<file path="config.mk">
export PLATFORM = sky130hd
export DESIGN_NAME = hazard_stall_ctrl
export DESIGN_NICKNAME = d
export VERILOG_FILES = /design/src/rtl/hazard_stall_ctrl.sv
export SDC_FILE = /design/constraint.sdc
export NUM_CORES = 1
export LEC_CHECK = 0
export CAP_MARGIN = 15
export CORE_ASPECT_RATIO = 0.6
export CORE_MARGIN = 2
export CORE_UTILIZATION = 39
export DETAILED_ROUTE_END_ITERATION = 8
export GPL_TIMING_DRIVEN = 0
export PLACE_DENSITY = 0.8
export REMOVE_ABC_BUFFERS = 1
export SYNTH_ARGS = -nofsm -noshare
export SYNTH_HDL_FRONTEND = slang
export SYNTH_SLANG_ARGS = --single-unit
</file>
<file path="constraint.sdc">
create_clock -name clk -period 2.5 [get_ports clk]
set_input_delay 0.5 -clock clk [delete_from_list [all_inputs] [get_ports clk]]
set_output_delay 0.5 -clock clk [all_outputs]
set_load 0.02 [all_outputs]
</file>
<file path="src/rtl/hazard_stall_ctrl.sv">
// hazard_stall_ctrl: load-use and branch stall sequencer for the 5-stage RV32 pipe.
// Holds PC and IF/ID, bubbles ID/EX, and counts stalled cycles.
module hazard_stall_ctrl #(
   parameter int              AW     = 5,
   parameter int              OPW    = 7,
   parameter logic [OPW-1:0]  BR_OP  = OPW'(7'b1100011),
   parameter int              JMP_EN = 0,
   parameter int              LU_CYC = 1,
   parameter int              BR_CYC = 2,
   parameter int              PERF_W = 16
) (
   input  logic              clk,
   input  logic              rst,
   input  logic [OPW-1:0]    op_D,
   input  logic [AW-1:0]     rs1_D,
   input  logic [AW-1:0]     rs2_D,
   input  logic              rs1_used_D,
   input  logic              rs2_used_D,
   input  logic [AW-1:0]     rd_E,
   input  logic              reg_write_E,
   input  logic              mem_read_E,
   input  logic              ext_stall,
   input  logic              redirect,
   output logic              stall_F,
   output logic              stall_D,
   output logic              flush_E,
   output logic              busy,
   output logic [1:0]        stall_cause,
   output logic [PERF_W-1:0] stall_cycles
);

   localparam logic [OPW-1:0] JAL_OP  = OPW'(7'b1101111);
   localparam logic [OPW-1:0] JALR_OP = OPW'(7'b1100111);
   localparam logic [2:0]     LU_N    = 3'(LU_CYC);
   localparam logic [2:0]     BR_N    = 3'(BR_CYC);
   localparam logic [2:0]     MAX_N   = (LU_CYC > BR_CYC) ? LU_N : BR_N;

   typedef enum logic [1:0] {
      S_IDLE    = 2'd0,
      S_STALL   = 2'd1,
      S_RELEASE = 2'd2
   } state_t;

   state_t              state_q, state_d;
   logic [2:0]          cnt_q, cnt_d;
   logic [1:0]          cause_q, cause_d;
   logic [PERF_W-1:0]   perf_q, perf_d;

   logic                lu_hz;
   logic                br_hz;
   logic                jmp_hit;
   logic                rs1_hit;
   logic                rs2_hit;
   logic [2:0]          n_len;
   logic                hold;
   logic                bubble;

   // Hazard detection: register match for load-use, opcode decode for control flow
   always_comb begin
      rs1_hit = rs1_used_D && (rs1_D == rd_E);
      rs2_hit = rs2_used_D && (rs2_D == rd_E);
      lu_hz   = mem_read_E && reg_write_E && (rd_E != '0)
                && (rs1_hit || rs2_hit);
      jmp_hit = (JMP_EN != 0)
                && ((op_D == JAL_OP) || (op_D == JALR_OP));
      br_hz   = (op_D == BR_OP) || jmp_hit;
   end

   // Stall length for the detected hazard class; both classes take the longer one
   always_comb begin
      n_len = 3'd1;
      case ({br_hz, lu_hz})
         2'b01:   n_len = LU_N;
         2'b10:   n_len = BR_N;
         2'b11:   n_len = MAX_N;
         default: n_len = 3'd1;
      endcase
   end

   // FSM next state and stall outputs; redirect beats freeze beats sequencing
   always_comb begin
      state_d = state_q;
      cnt_d   = cnt_q;
      cause_d = cause_q;
      hold    = 1'b0;
      bubble  = 1'b0;
      if (redirect) begin
         state_d = S_IDLE;
         cnt_d   = 3'd0;
      end else if (ext_stall) begin
         hold = 1'b1;
      end else begin
         unique case (state_q)
            S_IDLE: begin
               if (lu_hz || br_hz) begin
                  hold    = 1'b1;
                  bubble  = 1'b1;
                  cause_d = {br_hz, lu_hz};
                  if (n_len == 3'd1) begin
                     state_d = S_RELEASE;
                  end else begin
                     state_d = S_STALL;
                     cnt_d   = n_len - 3'd2;
                  end
               end
            end
            S_STALL: begin
               hold   = 1'b1;
               bubble = 1'b1;
               if (cnt_q == 3'd0) begin
                  state_d = S_RELEASE;
               end else begin
                  cnt_d = cnt_q - 3'd1;
               end
            end
            S_RELEASE: begin
               state_d = S_IDLE;
            end
            default: begin
               state_d = S_IDLE;
               cnt_d   = 3'd0;
            end
         endcase
      end
   end

   // Saturating count of cycles in which IF/ID is held
   always_comb begin
      perf_d = perf_q;
      if (hold && (perf_q != '1)) begin
         perf_d = perf_q + 1'b1;
      end
   end

   // State, counter, cause and perf registers with synchronous reset
   always_ff @(posedge clk) begin
      if (rst) begin
         state_q <= S_IDLE;
         cnt_q   <= 3'd0;
         cause_q <= 2'd0;
         perf_q  <= '0;
      end else begin
         state_q <= state_d;
         cnt_q   <= cnt_d;
         cause_q <= cause_d;
         perf_q  <= perf_d;
      end
   end

   assign stall_F      = hold && !rst;
   assign stall_D      = hold && !rst;
   assign flush_E      = bubble && !rst;
   assign busy         = (state_q != S_IDLE);
   assign stall_cause  = cause_q;
   assign stall_cycles = perf_q;

endmodule

</file>
Yosys cells after proc, flatten, opt, wreduce, memory -nomap -nowiden
Cells that the tools add are included. W data, S select, Z words.

$add $sub $neg: 3. Eq/ne operators: 13. Multiplexer cells: 15. Bitwise operators: 3. Reduce and logical (&&, ||, !) cells: 20.

Operators with widths (count): $add A16 B1 Y16 const B (1); $ne A16 B16 Y1 const B (1); $eq A5 B5 Y1 (2); $mux W3 (3); $pmux W3 S3 (1); $logic_and A1 B1 Y1 (8); $mux W2 (4); $ne A2 B2 Y1 const B (4); $eq A7 B7 Y1 const B (1); $eq A2 B2 Y1 const B (3); $mux W1 (5); $reduce_and A5 Y1 (1); $reduce_bool A5 Y1 (1); $pmux W2 S2 (1); $reduce_and A4 Y1 (1); $reduce_or A2 Y1 (2); $eq A3 B1 Y1 const B (1); $logic_not A3 Y1 (1); $not A1 Y1 (3); $reduce_and A3 Y1 (1); $sub A3 B1 Y3 const B (1); $sub A3 B2 Y3 const B (1); $eq A2 B1 Y1 const B (1); $logic_not A2 Y1 (1); 4 further kinds (5).

Register bits: 23. Input bits: 30. Output and inout bits: 22.

Logic depth before layout (Yosys ltp)
Gate-level depths: netlist of run 1.

Depth in word-level cells: 11. Gate-level depth with buffers: 8. Depth with buffers taken out: 7.

Worst setup path after synthesis of run 1
No wires, ideal clock.

Path type: input to output. Start point: input port op_D[2]. End point: output port stall_F. Arrival time: 1.923 ns. Required time: 2.000 ns. Setup slack: 0.077 ns. Stages: 6. Buffers on the path: 1. Cell sequence: nor4bb_1 > a41o_1 > a21oi_1 > o21ai_0 > nor2b_1 > buf_4.

Cells in the longest elaborated chain, start to end: 7.

RTL lines: from (decl) (RTL line 14) `input logic [OPW-1:0] op_D,`; $eq A7 B7 Y1 (RTL line 66) `br_hz = (op_D == BR_OP) || jmp_hit;`; $logic_or A1 B1 Y1 (RTL line 95) `if (lu_hz || br_hz) begin`; $mux W1 (RTL line 95); $pmux W1 S2 (RTL line 93) `unique case (state_q)`; $mux W1 (RTL line 90) `end else if (ext_stall) begin`; $mux W1 (RTL line 87) `if (redirect) begin`; $logic_and A1 B1 Y1; to (decl) (RTL line 24) `output logic stall_F,`.

No other way between the ends.

Worst setup path in the final report of run 1
Start point: input port rd_E[1]. End point: output port stall_D.

Cells in the longest elaborated chain, start to end: 10.

RTL lines: from (decl) (RTL line 19) `input logic [AW-1:0] rd_E,`; $eq A5 B5 Y1 (on tied branches) (RTL line 60, 61); $logic_and A1 B1 Y1 (on tied branches) (RTL line 60, 61); $logic_or A1 B1 Y1 (RTL line 63) `&& (rs1_hit || rs2_hit);`; $logic_and A1 B1 Y1 * (RTL line 63); $logic_or A1 B1 Y1 * (RTL line 95); $mux W1 * (RTL line 95); $pmux W1 S2 * (RTL line 93); $mux W1 * (RTL line 90); $mux W1 * (RTL line 87); $logic_and A1 B1 Y1 * (RTL line 151) `assign stall_D = hold && !rst;`; to (decl) (RTL line 25) `output logic stall_D,`.

Every way passes the cells marked *; elsewhere a longest branch is shown, timed or not.

==> results.py, run 1 <==
metrics = {
    "sta": {
        "rsz0062_at_grt": "false",
        "fin_ws_ps": 41.2,
        "fin_crit_sh_pct": 98.4,
        "fin_skew_ps": 5.51,
        "drv_slew": 0,
        "relSlewSlack_pct": 62.6,
        "fin_crit_ps": 2460,
        "worst_pin_slew_ps": 559,
        "hold_viol_final": 0,
        "setup_viol": 0,
        "fmax_mhz": 407,
    },
    "detailed_routing": {
        "vias": 1550,
        "avgViaCountPerCell": 5.54,
        "top_layer": "met4",
        "routed_wl_mm": 4.04,
        "dr_wl_met2_mm": 1.75,
        "firstDrtPassIters": 4,
        "wl_met1_mm": 1.96,
        "met3WireLength_um": 283,
        "drt_iter0_markers": 93,
        "drc": 0,
        "ant_nets": 0,
        "detail_route.wl_per_cell_um": 14.4,
    },
    "yosys": {
        "synth_seq_cells": 23,
        "synth_largest_area_cell": "dfxtp_1",
        "synth.most_common_cell": "dfxtp_1",
        "syn_inst": 180,
        "synthTopCellsByArea": "dfxtp_1, xnor2_1, a21oi_1",
        "yosysWarnings": 0,
        "syn_area_per_cell_um2": 8.42,
        "synthTopCellsByCount": "dfxtp_1, a21oi_1, nand2_1",
        "synthFlopType": "dfxtp_1",
        "synth_edf_count": 0,
        "synth_top_area_share_pct": 30.4,
        "ys_seq_area_share_pct": 30.4,
        "yosysUniqueCellTypes": 47,
        "async_flop_share_pct": 0,
        "syn_area_um2": 1520,
    },
    "power_and_ir_drop": {
        "sw_frac_of_total_pct": 25.1,
        "p_comb_share_pct": 18.5,
        "power_switching_uw": 185,
        "seq_power_share_pct": 50.1,
        "internal_power_uw": 553,
        "leakage_uw": 0.000770,
        "ir_worst_vdd_mv": 0.221,
        "clkPwrFrac_pct": 31.4,
        "powerDensity_nw_per_um2": 336,
    },
    "finish": {
        "antennaDiodeCount": 0,
        "nets": 267,
        "n_fill_cell": 332,
        "regArea_um2": 460,
        "syn2layout_area_growth_pct": 45.0,
        "fin_cells": 280,
        "drive_gt1_share_pct": 18.9,
        "multiInputGateArea_um2": 1050,
    },
    "global_route": {
        "grt_start_max_net_pins": 25,
        "grt_pass1_vias": 1404,
        "overflow": 0,
        "groute.usage.overall_pct": 18.9,
        "grt_antenna_before_repair": 0,
        "grt_pass1_wl_mm": 6.65,
    },
    "cts": {
        "clock-sinks": 23,
        "hold_buffers": 0,
        "root_buffer": "clkbuf_8",
        "cts_tree": "built",
        "clkLatencyLatePin_ps": 270,
        "cts_made_buffers": 3,
        "cts_max_path_buffers": 2,
        "cts.clk_slew.worst_paths_ps": 80,
        "htree_num_levels": 1,
    },
    "place": {
        "dp_hpwl_mm": 2.80,
        "routabilityCongestion": 0.777,
        "place_ws_ps": -819,
        "io_buffer_count": 51,
        "dp.cells": 268,
    },
    "die": {
        "start_util_pct": 41.0,
        "io_pins": 52,
        "die_area_um2": 4420,
        "core-area_um2": 3700,
        "fp.dieW_um": 84.5,
        "row_count": 17,
        "die_h_um": 52.3,
    },
    "run": {
        "drv_cap": 0,
    },
    "setup_path": {
        "worstPathArrival_ps": 1960,
        "cp.required_ps": 2000,
        "startpoint_type": "primary input",
        "cp-end-kind": "output port",
        "critPathKind": "primary input to output port",
        "path_max_fanout": 3,
    },
    "min_path": {
        "hp-class": "flop to flop",
    },
    "status": {
        "status": "finished clean",
    },
}
==> area by class of cell <==
class                           count  area share (%)
Clock buffer                        4            2.05
Inverter                            7            1.20
Multi-Input combinational cell    141            47.6
Sequential cell                    23            20.9
Tap cell                           47            2.68
Timing Repair Buffer               58            25.6
==> repair_timing <==
item | 4_1_cts | 5_1_grt
resized for setup | 46 | 10
buffers inserted | 4 | 3
endpoints found under the setup margin | 17 | 19
gates cloned | 1 | 0
pin swaps | 15 | 6
==> power groups by stage <==
| stage | clock (µW) | combinational, µW | sequential [µW] |
|---|---|---|---|
| floorplan | 0 | 46.4 | 381 |
| global placement | 0 | 119 | 379 |
| detailed placement | 0 | 122 | 379 |
| CTS | 237 | 128 | 370 |
| global route | 255 | 147 | 371 |
| finish | 232 | 136 | 370 |
==> cell usage in the layout, fill, tap and decap left out, types with 4 or more instances in the layout <==
cell type         n
nor2_1           11
o31ai_1           6
mux2_4            4
or3_1             4
inv_1             7
clkdlybuf4s50_1  29
or4_1             7
xnor2_1          10
buf_4             6
nor2b_1           5
nand3_1           9
a21oi_1          16
dlygate4sd2_1    13
nand4_1           5
nand2_1          12
dfxtp_1          23
==> cells by family (layout without fill, tap and decap cells) <==
group / Yosys count / after routing / share of synthesized area [%]
AO/OA/AOI/OAI: 44 / 45 / 20.4
XOR/XNOR: 10 / 10 / 5.78
adder cells (fa/ha/maj): 3 / 3 / 2.48
buffers and inverters: 17 / 69 / 5.86
flip-flops: 23 / 23 / 30.4
multiplexers: 5 / 5 / 4.62
AND/OR/NAND/NOR: 78 / 78 / 30.5
==> path summary, 6_finish.rpt <==
path         slack, ps  depth (start not counted)         endpoint             from
min reg2reg        460                          2         cnt_q[1]         cnt_q[1]
max                 40                          7          stall_D          rd_E[1]
max reg2reg        430                          7  stall_cycles[5]  stall_cycles[1]
min                460                          2         cnt_q[1]         cnt_q[1]
==> worst max-delay path, cell delays in order <==
cell           delay [ps]
dlygate4sd2_1         270
or3_4                 340
o311a_4               330
a21oi_4               180
o21ai_2                60
nor2b_4               140
buf_6                 130
==> registers in the layout, summed over array words and instances, names as in the netlist <==
| register | flops |
|---|---|
| stall_cycles | 16 |
| stall_cause | 2 |
| cnt_q | 3 |
| state_q | 2 |
==> layer usage <==
layer	global-route usage (%)	vias up
met5	0	-
met4	5.29	0
met3	5.67	9
met2	31.0	59
met1	24.5	708
li1	-	774
==> per-stage QoR <==
| step | utilization, % | instance area (µm²) | power, µW | TNS [ps] | hold slack [ps] |
|---|---|---|---|---|---|
| floorplan | - | 1450 | 427 | 0 | 432 |
| global placement | 54.7 | 2020 | 498 | -9010 | 440 |
| detailed placement | 54.7 | 2020 | 501 | -10060 | 450 |
| CTS | 57.7 | 2140 | 734 | -13.4 | 460 |
| global route | 59.4 | 2200 | 772 | 0 | 498 |
| finish | 59.4 | 2200 | 738 | 0 | 458 |
No activity file was read; power rests on OpenSTA's default activity.
==> run 2: changes to the inputs <==
--- a/config.mk
+++ b/config.mk
@@ -8,10 +8,10 @@
 export CAP_MARGIN = 15
 export CORE_ASPECT_RATIO = 0.6
 export CORE_MARGIN = 2
-export CORE_UTILIZATION = 39
+export CORE_UTILIZATION = 45
 export DETAILED_ROUTE_END_ITERATION = 8
 export GPL_TIMING_DRIVEN = 0
-export PLACE_DENSITY = 0.8
+export PLACE_DENSITY = 0.89
 export REMOVE_ABC_BUFFERS = 1
 export SYNTH_ARGS = -nofsm -noshare
 export SYNTH_HDL_FRONTEND = slang
==> run 2 against run 1 <==
Against the previous run: flip-flop and latch count unchanged; critical path type unchanged; clock power fell by 3%; highest routed layer unchanged; setup slack lost 26 ps; routed wire length decreased by 0.62%; hold slack lost 1.0 ps; non-clock buffer count is 4 lower; die area fell by 13%; register-to-register slack barely moved; clock-buffer cell count fell by 1; largest power group unchanged.
==> results.py, run 2 (synthesis gave the netlist of run 1 again) <==
metrics = {
    "power_and_ir_drop": {
        "ir_worst_vdd_mv": 0.248,
        "clkPwrFrac_pct": 31.1,
        "powerDensity_nw_per_um2": 337,
        "seq_power_share_pct": 51.2,
        "internal_power_uw": 543,
        "sw_frac_of_total_pct": 24.8,
        "leakage_uw": 0.000768,
        "power_switching_uw": 180,
        "p_comb_share_pct": 17.7,
    },
    "detailed_routing": {
        "ant_nets": 0,
        "routed_wl_mm": 4.01,
        "vias": 1537,
        "firstDrtPassIters": 4,
        "drc": 0,
        "avgViaCountPerCell": 5.61,
        "drt_iter0_markers": 64,
        "detail_route.wl_per_cell_um": 14.6,
    },
    "cts": {
        "htree_num_levels": 1,
        "clock-sinks": 23,
        "cts_made_buffers": 3,
        "cts_max_path_buffers": 2,
        "cts.clk_slew.worst_paths_ps": 80,
        "clkLatencyLatePin_ps": 260,
        "root_buffer": "clkbuf_8",
        "cts_tree": "built",
    },
    "setup_path": {
        "critPathKind": "primary input to output port",
        "cp.required_ps": 2000,
        "cp-end-kind": "output port",
        "path_max_fanout": 7,
        "startpoint_type": "primary input",
        "worstPathArrival_ps": 1980,
    },
    "sta": {
        "rsz0062_at_grt": "true",
        "fin_crit_ps": 2480,
        "drv_slew": 0,
        "relSlewSlack_pct": 44.6,
        "fin_crit_sh_pct": 99.4,
        "fin_skew_ps": 6.58,
        "setup_viol": 0,
        "hold_viol_final": 0,
        "worst_pin_slew_ps": 830,
        "fmax_mhz": 402,
    },
    "global_route": {
        "grt_pass1_vias": 1475,
        "grt_antenna_before_repair": 0,
        "grt_start_max_net_pins": 25,
        "grt_pass1_wl_mm": 6.71,
        "overflow": 0,
        "groute.usage.overall_pct": 21.6,
    },
    "place": {
        "dp.cells": 266,
        "dp_hpwl_mm": 2.73,
        "io_buffer_count": 51,
        "routabilityCongestion": 0.818,
    },
    "die": {
        "die_area_um2": 3870,
        "row_count": 16,
        "start_util_pct": 46.8,
        "die_h_um": 49.0,
        "io_pins": 52,
        "fp.dieW_um": 78.9,
        "core-area_um2": 3240,
    },
    "finish": {
        "fin_cells": 274,
        "fin_util_pct": 66.2,
        "final_common_cell": "clkdlybuf4s50_1",
        "nets": 263,
        "drive_gt1_share_pct": 17.9,
        "largest_reg_flops": 16,
        "syn2layout_area_growth_pct": 41.5,
        "antennaDiodeCount": 0,
        "final_cell_mix": "clkdlybuf4s50_1, dfxtp_1, a21oi_1",
    },
    "min_path": {
        "hp-class": "flop to flop",
    },
    "run": {
        "drv_cap": 0,
    },
    "status": {
        "status": "finished clean",
    },
}
-- run 2: cell count changes in the layout (fill, tap and decap cells not counted), moves of 2 or more --
cell / before / now
buf_4: 6 / 3
dlygate4sd2_1: 13 / 10
clkdlybuf4s15_2: 2 / 0
dlymetal6s2s_1: 3 / 6
-- run 2: timing repair --
item | in CTS | in global routing
gates resized for setup | 44 | 13
gates cloned | 1 | 0
pin swaps | 13 | 12
endpoints found under the setup margin | 17 | 9
buffers inserted | 2 | 1
hold buffers | 0 | 0
-- run 2: per-stage QoR --
| stage | hold WS (ps) | power [µW] | cell area, µm² | worst slack (ps) | TNS [ps] |
|---|---|---|---|---|---|
| 3_5_place_dp | 451 | 500 | 2020 | -789 | -9840 |
| 5_1_grt | 484 | 764 | 2150 | -81.7 | -89.3 |
| 3_3_place_gp | 444 | 497 | 2020 | -781 | -9420 |
| 6_report | 457 | 723 | 2150 | 15.0 | 0 |
| 4_1_cts | 462 | 728 | 2120 | -88.8 | -88.9 |
| 2_1_floorplan | 432 | 427 | 1450 | 78.8 | 0 |
-- run 2: routing by layer --
metal / wire, µm / GRT usage [%] / up-vias / part of all wire [%]
met3: 341 / 5.37 / 6 / 8.5
met2: 1780 / 35.2 / 68 / 44
met5: 0 / 0 / - / 0
li1: - / - / 764 / -
met4: 38 / 4.60 / 0 / 0.95
met1: 1860 / 29.2 / 699 / 46
-- run 2: final cells by class --
cell class	count	area, µm²
clock buffers	3	41.3
clock inverters	1	5.00
fillers	286	1100
inverters	7	26.3
multi-input cells	141	1040
flip-flops and latches	23	460
well taps	45	56.3
repair buffers	54	518
-- run 2: final timing paths --
path / startpoint / to / slack [ps] / cells after the start
worst min register to register: cnt_q[1] / cnt_q[1] / 460 / 2
worst max-delay path: redirect / flush_E / 20 / 4
worst min-delay path: cnt_q[1] / cnt_q[1] / 460 / 2
worst max register to register: stall_cycles[1] / stall_cycles[7] / 430 / 7
-- run 2: power by group through the flow --
stage | registers (µW) | logic [µW] | clock network (µW)
2_1_floorplan | 381 | 46.4 | 0
3_3_place_gp | 379 | 119 | 0
3_5_place_dp | 379 | 121 | 0
4_1_cts | 370 | 126 | 232
5_1_grt | 371 | 137 | 256
6_report | 370 | 128 | 225
-- run 2: worst max-delay path: stages --
cell and delay, ps:
clkdlybuf4s50_1 490, or2_2 420, nor4_1 240, clkdlybuf4s15_1 340
==> run 3: changes to the inputs <==
--- a/config.mk
+++ b/config.mk
@@ -10,9 +10,9 @@
 export CORE_MARGIN = 2
 export CORE_UTILIZATION = 45
 export DETAILED_ROUTE_END_ITERATION = 8
-export GPL_TIMING_DRIVEN = 0
 export PLACE_DENSITY = 0.89
 export REMOVE_ABC_BUFFERS = 1
+export SKIP_CTS_REPAIR_TIMING = 1
 export SYNTH_ARGS = -nofsm -noshare
 export SYNTH_HDL_FRONTEND = slang
 export SYNTH_SLANG_ARGS = --single-unit
==> run 3 against run 2 <==
Against the previous run: combinational power is 23% higher; routed wire length is 9.4% higher; via count is 5.9% higher; critical path depth is 4 higher; flip-flop and latch count stayed put; clock skew is 2.8 ps lower; critical endpoint is now stall_D; register-to-register slack better by 70 ps; clock-buffer cell count is 1 higher; total power is 5.6% higher; first-iteration DRC count is 27% higher; core utilization is 6.6 points higher.
==> results.py, run 3 (synthesis gave the netlist of run 1 again) <==
metrics = {
    "setup_path": {
        "cp-end-kind": "output port",
        "cp.required_ps": 2000,
        "path_max_fanout": 3,
        "slowest_stage": "clkdlybuf4s50_1",
        "path_cells": "clkdlybuf4s50_1 -> xnor2_1 -> nand2_1 -> o22ai_2 -> a21oi_4 -> o21ai_2 -> nor2b_4 -> buf_6",
        "worstPathArrival_ps": 1930,
        "critPathKind": "primary input to output port",
        "startpoint_type": "primary input",
        "slowest_delay_ps": 490,
    },
    "detailed_routing": {
        "ant_nets": 0,
        "routed_wl_mm": 4.39,
        "detail_route.wl_per_cell_um": 15.1,
        "avgViaCountPerCell": 5.59,
        "drc": 0,
        "firstDrtPassIters": 4,
        "vias": 1628,
        "drt_iter0_markers": 81,
    },
    "global_route": {
        "gr-usage-met3_pct": 5.93,
        "grt_start_max_net_pins": 24,
        "grt_use_met2_pct": 35.9,
        "top_usage_layer": "met2",
        "grt_antenna_before_repair": 0,
        "groute.usage.overall_pct": 22.1,
        "overflow": 0,
        "grt_pass1_vias": 1503,
        "grt_pass1_wl_mm": 6.89,
        "use_met1_pct": 31.4,
    },
    "finish": {
        "nets": 280,
        "fin_cells": 291,
        "final_common_cell": "clkdlybuf4s50_1",
        "antennaDiodeCount": 0,
        "final_cell_mix": "clkdlybuf4s50_1, dfxtp_1, dlymetal6s2s_1",
        "largest_reg_flops": 16,
        "drive_gt1_share_pct": 21.1,
        "final_cell_area_um2": 2360,
        "syn2layout_area_growth_pct": 55.6,
        "fin_util_pct": 72.8,
    },
    "place": {
        "dp.cells": 286,
        "routabilityCongestion": 0.840,
        "io_buffer_count": 51,
        "dp_hpwl_mm": 3.17,
        "placed_cell_area_um2": 2200,
    },
    "cts": {
        "clock-sinks": 23,
        "clkLatencyLatePin_ps": 260,
        "root_buffer": "clkbuf_8",
        "cts.clk_slew.worst_paths_ps": 80,
        "htree_num_levels": 1,
        "cts_max_path_buffers": 2,
        "cts_tree": "built",
        "cts_made_buffers": 3,
    },
    "sta": {
        "relSlewSlack_pct": 70.6,
        "fin_crit_ps": 2430,
        "fmax_mhz": 412,
        "fin_crit_sh_pct": 97.0,
        "hold_viol_final": 0,
        "hold_ws_ps": 456,
        "fin_skew_ps": 3.81,
        "worst_pin_slew_ps": 438,
        "drv_slew": 0,
        "setup_viol": 0,
    },
    "power_and_ir_drop": {
        "power_uw": 763,
        "ir_worst_vdd_mv": 0.285,
        "leakage_uw": 0.000986,
        "powerDensity_nw_per_um2": 323,
    },
    "status": {
        "status": "finished clean",
    },
    "die": {
        "core-area_um2": 3240,
        "start_util_pct": 46.8,
        "row_count": 16,
        "die_h_um": 49.0,
        "io_pins": 52,
        "die_area_um2": 3870,
        "fp.dieW_um": 78.9,
    },
    "min_path": {
        "hp-class": "flop to flop",
    },
    "run": {
        "drv_cap": 0,
    },
}
[run 3: power breakdown]
| group | total, µW | switching (µW) | internal (µW) |
|---|---|---|---|
| sequential | 370 | 2.62 | 368 |
| clock | 234 | 120 | 114 |
| combinational | 158 | 68.0 | 90.5 |
| total | 763 | 191 | 572 |
[run 3: final cells by class]
| class | count | area (µm²) |
|---|---|---|
| clock buffer | 4 | 45.0 |
| inverter | 7 | 26.3 |
| multi-input combinational | 140 | 1020 |
| tap | 45 | 56.3 |
| timing repair buffer | 72 | 747 |
| sequential | 23 | 460 |
| fill | 252 | 883 |
[run 3: path summary, 6_finish.rpt]
path,cells past startpoint,endpoint,from,slack (ps)
max,8,stall_D,rs2_D[3],70
min reg2reg,2,stall_cause[0],stall_cause[0],460
min,2,stall_cause[0],stall_cause[0],460
max reg2reg,7,stall_cycles[15],stall_cycles[0],500
[run 3: critical path: cells and delay by family]
kind / cells / cell delay, ps
buffers and inverters: 2 / 620
xor gates and xnor gates: 1 / 120
AOI/OAI and AO/OA: 3 / 410
and+or+nand+nor: 2 / 270
[run 3: through the flow]
stage / setup TNS, ps / setup WS, ps
2_1_floorplan: 0 / 78.8
3_3_place_gp: -4160 / -679
3_5_place_dp: -4940 / -721
4_1_cts: -2020 / -729
5_1_grt: -4.78 / -3.76
6_report: 0 / 74.6
[run 3: metal layers]
| metal | wire length (µm) | part of all wire, % |
|---|---|---|
| met5 | 0 | 0 |
| met3 | 325 | 7.4 |
| met4 | 7 | 0.16 |
| met2 | 2080 | 47 |
| met1 | 1980 | 45 |
